## src/rtl/regfile_mp.sv

```systemverilog
// Multi-read-port register file with a per-register pending-write scoreboard.
// Reads are combinational; writes, busy set and busy clear happen on the rising edge.
module regfile_mp #(
    parameter int WIDTH    = 32,
    parameter int DEPTH    = 32,
    parameter int NREAD    = 2,
    parameter int ZERO_REG = 1,
    parameter int BYPASS   = 1,
    localparam int AW      = $clog2(DEPTH)
) (
    input  logic                   clk,
    input  logic                   rst_n,
    input  logic                   RegWrite,
    input  logic [AW-1:0]          WriteReg,
    input  logic [WIDTH-1:0]       WriteD,
    input  logic [NREAD*AW-1:0]    ReadReg,
    output logic [NREAD*WIDTH-1:0] ReadData,
    input  logic                   BusySet,
    input  logic [AW-1:0]          BusyReg,
    output logic [NREAD-1:0]       ReadBusy,
    output logic                   AnyBusy
);

    localparam logic [AW:0] DEPTH_W = DEPTH[AW:0];

    logic [WIDTH-1:0] mem_q [DEPTH];
    logic [DEPTH-1:0] busy_q;
    logic [DEPTH-1:0] busy_d;
    logic             wr_ok;
    logic             set_ok;
    logic [AW-1:0]    ra;
    logic             hit;

    // An index is usable when it is in range and is not the hardwired zero register.
    function automatic logic idx_ok(input logic [AW-1:0] idx);
        return ({1'b0, idx} < DEPTH_W) && !((ZERO_REG != 0) && (idx == '0));
    endfunction

    assign wr_ok  = RegWrite && idx_ok(WriteReg);
    assign set_ok = BusySet  && idx_ok(BusyReg);

    // Set is applied after clear: a newly issued producer outranks the retiring one.
    always_comb begin
        busy_d = busy_q;
        if (wr_ok)
            busy_d[WriteReg] = 1'b0;
        if (set_ok)
            busy_d[BusyReg] = 1'b1;
    end

    always_ff @(posedge clk or negedge rst_n) begin
        if (!rst_n) begin
            busy_q <= '0;
            for (int r = 0; r < DEPTH; r++)
                mem_q[r] <= '0;
        end else begin
            busy_q <= busy_d;
            if (wr_ok)
                mem_q[WriteReg] <= WriteD;
        end
    end

    // A forwarded write also hides the busy bit it is about to clear.
    always_comb begin
        ReadData = '0;
        ReadBusy = '0;
        ra       = '0;
        hit      = 1'b0;
        for (int i = 0; i < NREAD; i++) begin
            ra  = ReadReg[i*AW +: AW];
            hit = (BYPASS != 0) && wr_ok && (WriteReg == ra);
            if (rst_n && idx_ok(ra)) begin
                ReadData[i*WIDTH +: WIDTH] = hit ? WriteD : mem_q[ra];
                ReadBusy[i]                = busy_q[ra] && !hit;
            end
        end
    end

    assign AnyBusy = |ReadBusy;

endmodule

```

## config.mk

```make
export PLATFORM = sky130hd
export DESIGN_NAME = regfile_mp
export DESIGN_NICKNAME = d
export VERILOG_FILES = /design/src/rtl/regfile_mp.sv
export SDC_FILE = /design/constraint.sdc
export NUM_CORES = 2
export LEC_CHECK = 0
export CORE_MARGIN = 5
export CORE_UTILIZATION = 45
export DETAILED_ROUTE_END_ITERATION = 12
export PLACE_DENSITY = 0.64
export SETUP_SLACK_MARGIN = 0.15
export SYNTH_ARGS = -nofsm -noshare
export SYNTH_HDL_FRONTEND = slang
export SYNTH_SLANG_ARGS = --single-unit
```

## constraint.sdc

```tcl
create_clock -name clk -period 5.7 [get_ports clk]
set_clock_uncertainty 0.05 [all_clocks]
set_input_delay 0.57 -clock clk [delete_from_list [all_inputs] [get_ports clk]]
set_output_delay 0.57 -clock clk [all_outputs]
set_load 0.01 [all_outputs]
```

==> flow_metrics.tcl <==
set metrics [dict create \
    crit_type "primary input to primary output" \
    fp.dieW_um 367.0 \
    yosys_warnings 0 \
    async_reset_ff_frac 1.000 \
    holdBufCountCts 1 \
    clk_latency_ns 0.73 \
    power_density_mw_per_mm2 344.8 \
    synth_seq_cells 1056 \
    netlist_instances 4073 \
    cts_setup_buffers 0 \
    peakVddDrop_uv 294.4 \
    wl_mm 176.1 \
    synthTopCellsByCount "1056 x dfrtp_1, 974 x mux2_2, 416 x mux2i_1, 343 x mux4_2, 214 x clkbuf_1" \
    dieHeight_um 367.0 \
    synth.area.top_cells "dfrtp_1 46%, mux2_2 19%, mux4_2 13%, mux2i_1 7.3%, a221oi_1 2.4%" \
    coreArea_mm2 0.1270 \
    yosysTopAreaCellShare 0.4608 \
    clock_sinks 1056 \
    grt_use_total 0.2580 \
    cp-end-kind "primary output" \
    numCtsBuffers 114 \
    synth.avg_cell_area_um2 14.08 \
    synth-edff-count 0 \
    syn-cell-area_mm2 0.05734 \
    ios 123 \
    p_leak_nw 27.71 \
    viasPerCell 6.534 \
    switching_share 0.2710 \
    place_hpwl_mm 102.8 \
    cp.arrival_ns 4.20 \
    grt_first_pass_wirelength_mm 262.1 \
    cp_cell_sequence "clkdlybuf4s50_1 -> or4_4 -> o2111ai_2 -> o21ai_4 -> buf_4 -> a211oi_1 -> a211o_1 -> clkdlybuf4s50_1" \
    maxCapViolations 0 \
    ys_seq_area_frac 0.4608 \
    crit_required_ns 5.08 \
    finalCriticalPeriod_ns 4.825 \
    internal_power_mw 16.04 \
    final_layout_size_suffix_gt1_frac 0.4133 \
    cts_tree "built" \
    fin_nets 4030 \
    place_congestion 0.8266 \
    overflow 0 \
    yosysUniqueCellTypes 51 \
    antenna_found_initial 6 \
    fmax_mhz 207.3 \
    dr.pass1.iters 6 \
    slew_headroom 0.1411 \
    clockBufferDepth 3 \
    maxSlewViolCount 0 \
    p_sw_mw 5.965 \
    port_buffers 122 \
    grt_max_degree 127 \
    postRouteAntennaNets 0 \
    clkPwrFrac 0.349 \
    worstMarginPinSlew_ns 1.284 \
    path_clk_slew_ns 0.06 \
    drt-initial-drc-count 3058 \
    start_kind "primary input" \
    seq_power_share 0.452 \
    placementRows 131 \
    outcome "complete, no violations" \
    worstPathMaxFanout 17 \
    cts_resized 0 \
    synth_fp_nets 4129 \
    total_power_mw 22.01 \
    grt_pass1_vias 38753 \
    setup-violations-final 0 \
    tns_ns 0 \
    yosys.area.top_type "dfrtp_1" \
    wl_per_cell_um 30.76 \
    htreeDepth 3 \
    area_delta_synth_final_pct 11.30 \
    vias 37407 \
    min_path_type "primary input to asynchronous set/reset pin" \
    start_util 0.4514 \
    die_area_mm2 0.1347 \
    hold_viol_final 0 \
    cp_slowest_cell "o21ai_4" \
    synth_most_common_cell "dfrtp_1" \
    fin_crit_sh 0.8464 \
    placed_area_mm2 0.05996 \
    cts-root-buf "clkbuf_16" \
    grt_setup_unrepaired "false" \
    p_comb_frac 0.199 \
    worst_path_most_repeated_cell "clkdlybuf4s50_1" \
    synth_top_flop_cell "dfrtp_1" \
    post-route-drc-count 0 \
    critPathMaxStageDelay_ns 0.87 \
    fin_area_mm2 0.06382 \
]
stage by stage:
step | hold WS, ns | worst slack (ns) | util | std cells
after floorplan | 0.2244 | 2.756 | - | 4073
after global placement | 0.3263 | 0.9626 | 0.4720 | 5519
after detailed placement | 0.3320 | 0.9188 | 0.4720 | 5519
after CTS | 0.2387 | 0.9184 | 0.5024 | 5724
after global routing | 0.2963 | 0.7964 | 0.5024 | 5725
final | 0.2768 | 0.8754 | 0.5024 | 5725
cell usage in the layout (no fill, tap or decap), drive strengths merged, types with 3 or more instances in the layout:
cell,n
a22o,7
mux2i,416
nor2b,8
nor2,20
a221o,31
o22a,31
a211oi,66
and2,35
a22oi,62
a221oi,155
nand3,7
nand2,24
a211o,34
o22ai,6
dfrtp,1056
o21bai,62
and3b,3
or2,4
mux4,343
a21oi,93
clkinv,19
nor3,11
bufinv,10
inv,14
nand4,4
o21ai,60
xnor2,10
nand2b,7
buf,135
o211ai,3
clkdlybuf4s50,113
mux2,994
clkbuf,172
a21boi,32
flip-flops by register name, summed over array words and instances, names as in the netlist:
register	cells
busy_q	32
mem_q	1024
critical path, delay by kind of cell:
kind / cells / cell delay (ns)
AO/OA/AOI/OAI: 4 / 1.48
buffers and inverters: 3 / 1.87
AND/OR/NAND/NOR: 1 / 0.24
power groups by stage:
stage               clock network (mW)  logic [mW]  registers, mW
floorplan                            0        3.33           9.73
global placement                     0        4.29           9.97
detailed placement                   0        4.37           10.1
CTS                               7.81        4.39           9.93
global route                      8.09        4.73           10.1
finish                            7.69        4.37           9.95
kinds of logic after synthesis:
kind of cell | after synthesis | share of synthesized area
flip-flops | 1056 | 0.4608
buffers and inverters | 476 | 0.03753
AO/OA/AOI/OAI | 647 | 0.08453
XOR/XNOR | 10 | 0.001527
AND/OR/NAND/NOR | 131 | 0.01309
multiplexers | 1753 | 0.4025
area by class of cell:
class	count	area [µm²]
repair buffers	249	2406
inverters	12	55.05
multi-input cells	2541	29000
clock inverters	32	420.4
clock buffers	172	3435
flip-flops and latches	1056	26430
diodes	1	2.502
fillers	10732	63200
well taps	1662	2079
metal layers:
metal  GRT usage  vias up  wire length [µm]  share of wire
li1            -    15600                 -              -
met1      0.3521    20077             74370           0.42
met2      0.4223     1366             84250           0.48
met3     0.04073      364             10470          0.059
met4     0.08980        0              7019          0.040
met5           0        -                 0              0
worst paths after layout:
check	slack [ns]	cells after the start	end	startpoint
min in group clk	0.34	0	mem_q[1012]	mem_q[1012]
max	0.88	8	ReadData[30]	WriteReg[0]
min	0.28	2	mem_q[929]	rst_n
max reg2reg	4.84	1	mem_q[317]	mem_q[317]
max in group asynchronous	2.48	5	mem_q[658]	rst_n
min reg2reg	0.34	0	mem_q[1012]	mem_q[1012]
No activity file was read; power rests on OpenSTA's default activity.
